===== config.mk =====
export PLATFORM = sky130hd
export DESIGN_NAME = ws2812_chain_driver
export DESIGN_NICKNAME = d
export VERILOG_FILES = /design/src/rtl/ws2812_chain_driver.sv
export SDC_FILE = /design/constraint.sdc
export NUM_CORES = 1
export LEC_CHECK = 0
export BUFFER_PORTS_ARGS = -buffer_cell sky130_fd_sc_hd__buf_2
export CAP_MARGIN = 20
export CORE_MARGIN = 2
export CORE_UTILIZATION = 30
export DETAILED_ROUTE_END_ITERATION = 12
export SYNTH_ARGS = -nofsm -noshare
export SYNTH_HDL_FRONTEND = slang
export SYNTH_SLANG_ARGS = --single-unit

===== constraint.sdc =====
create_clock -name clk_50Mhz -period 3.3 [get_ports clk_50Mhz]
set_clock_uncertainty 0.2 [all_clocks]
set_input_delay 0 -clock clk_50Mhz [delete_from_list [all_inputs] [get_ports clk_50Mhz]]
set_output_delay 0 -clock clk_50Mhz [all_outputs]
set_load 0.005 [all_outputs]

===== src/rtl/ws2812_chain_driver.sv =====
// Self-timed WS2812 chain driver: preamble, per-pixel NRZ bit stream, latch low.
// Define LED_BRIGHTNESS_EN to add the global brightness port (each byte scaled on capture).
module ws2812_chain_driver #(
  parameter int LED_COUNT    = 8,
  parameter int COLOR_BITS   = 24,
  parameter int BIT_PERIOD   = 63,
  parameter int T0H          = 20,
  parameter int T1H          = 40,
  parameter int RESET_CYCLES = 2500,
  localparam int IDX_W       = $clog2(LED_COUNT + 1)
) (
  input  logic                  clk_50Mhz,
  input  logic                  rst_n,
  input  logic                  start,
  input  logic [COLOR_BITS-1:0] pix_data,
  input  logic                  pix_valid,
  output logic                  pix_ready,
  output logic                  dout,
  output logic                  busy,
  output logic                  frame_done,
  output logic                  underrun,
  output logic [IDX_W-1:0]      led_idx
`ifdef LED_BRIGHTNESS_EN
  ,
  input  logic [7:0]            brightness
`endif
);

  localparam int BW = (BIT_PERIOD > 1) ? $clog2(BIT_PERIOD) : 1;
  localparam int RW = $clog2(RESET_CYCLES + 1);
  localparam int CW = (COLOR_BITS > 1) ? $clog2(COLOR_BITS) : 1;

  localparam logic [BW-1:0]    BIT_LAST   = BW'(BIT_PERIOD - 1);
  localparam logic [BW-1:0]    T0H_C      = BW'(T0H);
  localparam logic [BW-1:0]    T1H_C      = BW'(T1H);
  localparam logic [RW-1:0]    RST_LAST   = RW'(RESET_CYCLES - 1);
  localparam logic [CW-1:0]    COLOR_LAST = CW'(COLOR_BITS - 1);
  localparam logic [IDX_W-1:0] LED_LAST   = IDX_W'(LED_COUNT - 1);
  localparam logic [IDX_W-1:0] LED_MAX    = IDX_W'(LED_COUNT);

  typedef enum logic [1:0] {IDLE, PREAMBLE, SEND, LATCH} state_t;

  state_t                  state;
  logic [RW-1:0]           rst_cnt;
  logic [BW-1:0]           bit_cnt;
  logic [BW-1:0]           bit_cnt_nxt;
  logic [BW-1:0]           high_time;
  logic [CW-1:0]           bit_idx;
  logic [COLOR_BITS-1:0]   shifter;
  logic [COLOR_BITS-1:0]   hold_data;
  logic [COLOR_BITS-1:0]   captured;
  logic                    hold_valid;
  logic [IDX_W-1:0]        req_cnt;
  logic                    handshake;

  assign pix_ready   = busy && !hold_valid && (req_cnt < LED_MAX);
  assign handshake   = pix_valid && pix_ready;
  assign high_time   = shifter[COLOR_BITS-1] ? T1H_C : T0H_C;
  assign bit_cnt_nxt = bit_cnt + BW'(1);

`ifdef LED_BRIGHTNESS_EN
  logic [16:0] scaled;
  always_comb begin
    captured = pix_data;
    scaled   = '0;
    for (int i = 0; i < COLOR_BITS / 8; i++) begin
      scaled = 17'(pix_data[i*8 +: 8]) * (17'(brightness) + 17'd1);
      captured[i*8 +: 8] = scaled[15:8];
    end
  end
`else
  always_comb begin
    captured = pix_data;
  end
`endif

  // Every bit period starts high because T0H > 0, so a load always drives dout to 1.
  always_ff @(posedge clk_50Mhz) begin
    if (!rst_n) begin
      state      <= IDLE;
      rst_cnt    <= '0;
      bit_cnt    <= '0;
      bit_idx    <= '0;
      shifter    <= '0;
      hold_data  <= '0;
      hold_valid <= 1'b0;
      req_cnt    <= '0;
      led_idx    <= '0;
      dout       <= 1'b0;
      busy       <= 1'b0;
      frame_done <= 1'b0;
      underrun   <= 1'b0;
    end else begin
      frame_done <= 1'b0;
      underrun   <= 1'b0;

      if (handshake) begin
        hold_data  <= captured;
        hold_valid <= 1'b1;
        req_cnt    <= req_cnt + IDX_W'(1);
      end

      case (state)
        IDLE: begin
          if (start && !frame_done) begin
            state      <= PREAMBLE;
            busy       <= 1'b1;
            dout       <= 1'b0;
            rst_cnt    <= '0;
            req_cnt    <= '0;
            led_idx    <= '0;
            hold_valid <= 1'b0;
          end
        end

        PREAMBLE: begin
          if (rst_cnt != RST_LAST) begin
            rst_cnt <= rst_cnt + RW'(1);
          end else if (hold_valid) begin
            shifter    <= hold_data;
            hold_valid <= 1'b0;
            bit_cnt    <= '0;
            bit_idx    <= '0;
            dout       <= 1'b1;
            state      <= SEND;
          end
        end

        SEND: begin
          if (bit_cnt != BIT_LAST) begin
            bit_cnt <= bit_cnt_nxt;
            dout    <= (bit_cnt_nxt < high_time);
          end else if (bit_idx != COLOR_LAST) begin
            shifter <= shifter << 1;
            bit_idx <= bit_idx + CW'(1);
            bit_cnt <= '0;
            dout    <= 1'b1;
          end else begin
            led_idx <= led_idx + IDX_W'(1);
            if (led_idx == LED_LAST) begin
              state   <= LATCH;
              rst_cnt <= '0;
              dout    <= 1'b0;
            end else if (hold_valid) begin
              shifter    <= hold_data;
              hold_valid <= 1'b0;
              bit_cnt    <= '0;
              bit_idx    <= '0;
              dout       <= 1'b1;
            end else begin
              underrun <= 1'b1;
              state    <= LATCH;
              rst_cnt  <= '0;
              dout     <= 1'b0;
            end
          end
        end

        LATCH: begin
          if (rst_cnt != RST_LAST) begin
            rst_cnt <= rst_cnt + RW'(1);
          end else begin
            state      <= IDLE;
            busy       <= 1'b0;
            frame_done <= 1'b1;
          end
        end

        default: state <= IDLE;
      endcase
    end
  end

endmodule


-- Yosys cells after proc, flatten, opt, wreduce, memory -nomap -nowiden
Index checks and enable logic that the tools add are counted.
- word-level logic and storage cells: 123
- bits in read-only memories: 0
- memories: 0
- bits in latches: 0
- memory bits (writable): 0
- input bits: 28
- output and inout port bits: 9
- register bits after elaboration: 86
- reductions and logical operators: 21
- bitwise logic cells: 2
- mux-type cells: 63
- shift-type cells: 0
- $add $sub $neg: 5
- divide/modulo/power cells: 0
- multiply operators: 0
- order comparisons: 2
- eq/ne operators: 17
- operators by type and width (kind ; count):
    $mux 24 ; 5
    $mux 12 ; 6
    $pmux 24 s2 ; 1
    $mux 6 ; 6
    $pmux 12 s3 ; 1
    $mux 5 ; 5
    $mux 4 ; 6
    $mux 1 ; 18
    $mux 2 ; 8
    $add 12x1->12 const B ; 1
    $ne 12x12->1 const B ; 1
    $ne 2x2->1 const B ; 6
    $pmux 6 s2 ; 1
    $reduce_and 4->1 ; 3
    $pmux 5 s2 ; 1
    $add 4x1->4 const B ; 2
    $pmux 2 s4 ; 1
    $pmux 4 s2 ; 1
    $reduce_and 7->1 ; 1
    $add 6x1->6 const B ; 1
    $lt 6x6->1 ; 1
    $ne 3x3->1 const B ; 2
    $ne 6x6->1 const B ; 1
    $pmux 1 s3 ; 2
    20 further kinds ; 29

-- Logic depth before layout (Yosys ltp)
- word-level depth: 10
- mapped depth: 9
- depth with buffers taken out: 8

-- Worst setup path after synthesis
Ideal clock, no wire load.
- path type: reg-to-reg
- start point: reg led_idx[0]
- end point: reg rst_cnt[0]
- period minus slack after synthesis: 2.342 ns
- data required time: 2.983 ns
- arrival: 2.024 ns
- path slack: 0.958 ns
- path buffers: 2
- setup time: 0.117 ns
- stages on the path, launching flop included: 9
- cells stage by stage: dfxtp_1 -> ha_1 -> nand3b_1 -> a2111oi_2 -> buf_2 -> nor2_1 -> o41ai_1 -> buf_2 -> nor2_1
- longest elaborated chain between the ends: 5
- elaborated cells on any way between the ends: 7
- those cells by class: eq/ne: 2; mux: 4; reduce/logical: 1
- ends and longest elaborated chain (item ; RTL line ; source):
    start: declaration ; 22 ; output logic [IDX_W-1:0] led_idx
    start signal: assignment ; 139 ; led_idx <= led_idx + IDX_W'(1);
    $eq 4x3->1 (*) ; 140 ; if (led_idx == LED_LAST) begin
    $mux 12 ; 140 ;
    $mux 12 ; 133 ; end else if (bit_idx != COLOR_LAST) begin
    $mux 12 ; 130 ; if (bit_cnt != BIT_LAST) begin
    $pmux 12 s3 ; 103 ; case (state)
    end signal: assignment ; 118 ; rst_cnt <= rst_cnt + RW'(1);
    end signal: assignment ; 161 ; rst_cnt <= rst_cnt + RW'(1);
    end: declaration ; 44 ; logic [RW-1:0] rst_cnt;
Every way passes the cells marked *; elsewhere a longest branch is shown, timed or not. The select of a mux whose other input is x is not followed.
A chain may end at the register's enable or synchronous reset.

-- Worst setup path after layout
- start point: reg state[0]
- end point: reg bit_idx[4]
- longest elaborated chain between the ends: 3
- elaborated cells on any way between the ends: 8
- those cells by class: eq/ne: 5; mux: 1; reduce/logical: 2
- ends and longest elaborated chain (item ; RTL line ; source):
    start: declaration ; 43 ; state_t state;
    start signal: assignment ; 80 ; state <= IDLE;
    start signal: assignment ; 106 ; state <= PREAMBLE;
    start signal: assignment ; 125 ; state <= SEND;
    $eq 2x2->1 / $eq 2x1->1 (equally long branches) ; 103 ;
    $ne 3x3->1 (no line), or another cell as far along ; -- ;
    $reduce_and 4->1 (no line) ; -- ;
    end signal: assignment ; 135 ; bit_idx <= bit_idx + CW'(1);
    end: declaration ; 48 ; logic [CW-1:0] bit_idx;
Several ways; a longest one is shown, not always the timed one.

==> flow_summary.toml <==
[status]
status = "finished clean"

[synthesis]
synthArstFlopShare = 0
synth_area_per_cell_sq_um = 8.33
syn-cell-area_sq_um = 4150
ys_warn_count = 0
syn-num-nets = 539
synth_cell_types = 59
synth-edff-count = 0
ys_ff_latch = 86
syn-instance-count = 498
synth-main-ff-cell = "dfxtp_1"
ys_seq_area_frac = 0.415

[floorplanning]
initial_core_util = 0.310
die_w_um = 122
io_pins = 37
rows = 42
core_area_sq_um = 13400
die-height_um = 122
die_area_sq_um = 14800

[grt]
grt_max_degree = 44
track_usage = 0.140
grt-ovfl-total = 0
grt_pass1_vias = 3483
grt_antenna_before_repair = 0
grt_pass1_wl_um = 16600

[final_layout]
diodes = 0
final_common_cell = "dfxtp_1"
finalInstanceArea_sq_um = 5010
drive_gt1_frac = 0.167
nets = 586
syn_to_final_growth_pct = 20.8
fillers = 1385
layout_common_cells = "dfxtp_1, nand2_1, nor2_1, buf_2, a21oi_1"

[clock_tree]
worst_skew_pair.late_latency_ns = 0.34
cts_buffer_depth = 2
cts_tree = "done"
cts_buffers = 9
cts_resized = 0
cts_htree_levels = 3
root_buffer = "clkbuf_16"
cts.sinks = 86
clkTransAtPathRegs_ns = 0.06

[worst_setup_path]
worstReg2RegStart = "state[0]"
cp-endpoint = "bit_idx[4]"
worstSetupPathType = "register to register"
critPathMaxFanout = 28
startpoint = "state[0]"
worstReg2RegEnd = "bit_idx[4]"
cp_slowest_cell = "dfxtp_1"
worstPathRequired_ns = 3.33
cp-start-kind = "register"
ff2ff_path_depth = 8
arrival_ns = 2.58
cpPeakStageDelay_ns = 0.38
r2r_setup_slack_ns = 0.76
crit_chain = "inv_1, ha_1, inv_1, nand2_1, a211oi_4, buf_4, nand2_1, a31o_2"
critPathCaptureType = "register"

[timing]
whs_ns = 0.0948
tns_ns = 0
relSlewSlack = 0.284
setup_viol = 0
hold_violations = 0
period_minus_slack_ns = 2.54
finalMaxSlewViolations = 0
rsz0062_at_grt = "false"
tightest_slew_ns = 1.07
fmax_mhz = 393
period_share = 0.771

[placed_design]
place_area_sq_um = 4460
io_buffers = 36
hpwl_um = 6560
place_congestion = 0.837

[pwr]
leakagePower_nw = 1.89
finalPower_mw = 3.19
vdd_drop_max_uv = 301
powerDensity_nw_per_um2 = 637

[drt]
wl_met3_um = 382
wl_met2_um = 4710
wl_per_cell_um = 13.7
drt_wl_total_um = 9980
viasPerCell = 5.02
drt_first_iter_violations = 237
wl_met1_um = 4740
firstDrtPassIters = 4
dr_total_vias = 3648
top_layer_used = "met4"
antenna_left = 0
remaining_drc_errors = 0

[run]
maxCapViolCount = 0

[hold_path]
hold_class = "primary input to register"
-- cell type report --
| cell class | instances | area, sq um | share of cell area |
|---|---|---|---|
| sequential | 86 | 1720 | 0.343 |
| timing repair buffer | 68 | 483 | 0.0963 |
| multi-input combinational | 348 | 2160 | 0.431 |
| clock buffer | 10 | 239 | 0.0477 |
| clock inverter | 6 | 68.8 | 0.0137 |
| inverter | 32 | 120 | 0.0240 |
| tap | 176 | 220 | 0.0439 |
-- report_power, final --
part           leakage (nW)  internal, mW  switching, mW
logic                  1.04         0.346          0.598
clock network         0.149         0.612          0.425
registers             0.696          1.14         0.0728
total                  1.89          2.10           1.10
-- logic make-up after synthesis --
group	count (synthesis)	share of synthesized area
flip-flops	86	0.415
buffers and inverters	64	0.0645
multiplexers	5	0.0124
AND/OR/NAND/NOR	182	0.196
AO/OA/AOI/OAI	132	0.239
adder cells (fa/ha/maj)	13	0.0392
XOR/XNOR	16	0.0338
-- sequential cells by signal (all words and copies together), names as in the netlist --
| register | count |
|---|---|
| bit_cnt | 6 |
| bit_idx | 5 |
| busy | 1 |
| dout | 1 |
| frame_done | 1 |
| hold_data | 24 |
| hold_valid | 1 |
| led_idx | 4 |
| req_cnt | 4 |
| rst_cnt | 12 |
| shifter | 24 |
| state | 2 |
| underrun | 1 |
-- synth_stat cells (all sizes together) (13+ instances only) --
library cell	n	area (sq um)
a21oi	34	170
nor2	52	198
clkbuf	23	86.3
a31oi	23	144
nand3	16	80.1
o21ai	13	65.1
ha	13	163
dfxtp	86	1720
inv	32	120
o221a	23	259
nand2	79	297
-- per-stage QoR --
step | setup slack, ns | utilization | std cells
global route | 0.526 | 0.374 | 726
detailed placement | 0.784 | 0.332 | 685
finish | 0.755 | 0.374 | 726
floorplan | 0.958 | - | 498
global placement | 0.865 | 0.332 | 685
CTS | 0.774 | 0.374 | 726
-- metal layers --
layer / GRT usage / vias up
li1: - / 1863
met4: 0.0539 / 0
met2: 0.230 / 57
met1: 0.177 / 1718
met5: 0 / -
met3: 0.0337 / 10
-- worst min path at each step --
stage          slack (ns)       endpoint  depth (start not counted)          from
3_3_place_gp         0.04   hold_data[9]                          3   pix_data[9]
2_1_floorplan       -0.06   hold_data[0]                          2   pix_data[0]
5_1_grt              0.14     req_cnt[3]                          5         start
4_1_cts              0.09     req_cnt[0]                          5         start
3_5_place_dp         0.05  hold_data[20]                          3  pix_data[20]
6_report             0.09     req_cnt[3]                          5         start
-- timing repair --
action | 4_1_cts | 5_1_grt
hold endpoints to repair | 42 | 0
setup buffers | 0 | 0
hold buffers | 25 | 0
endpoints found under the setup margin | 0 | 0
-- critical path: cells and delay by family (launching register included) --
family / cells / cell delay (ns)
buf+inv: 3 / 0.77
compound gates: 2 / 0.47
flops: 1 / 0.38
fa+ha+maj: 1 / 0.35
simple gates: 2 / 0.27
Note: power is estimated with default switching activity, not from simulation.
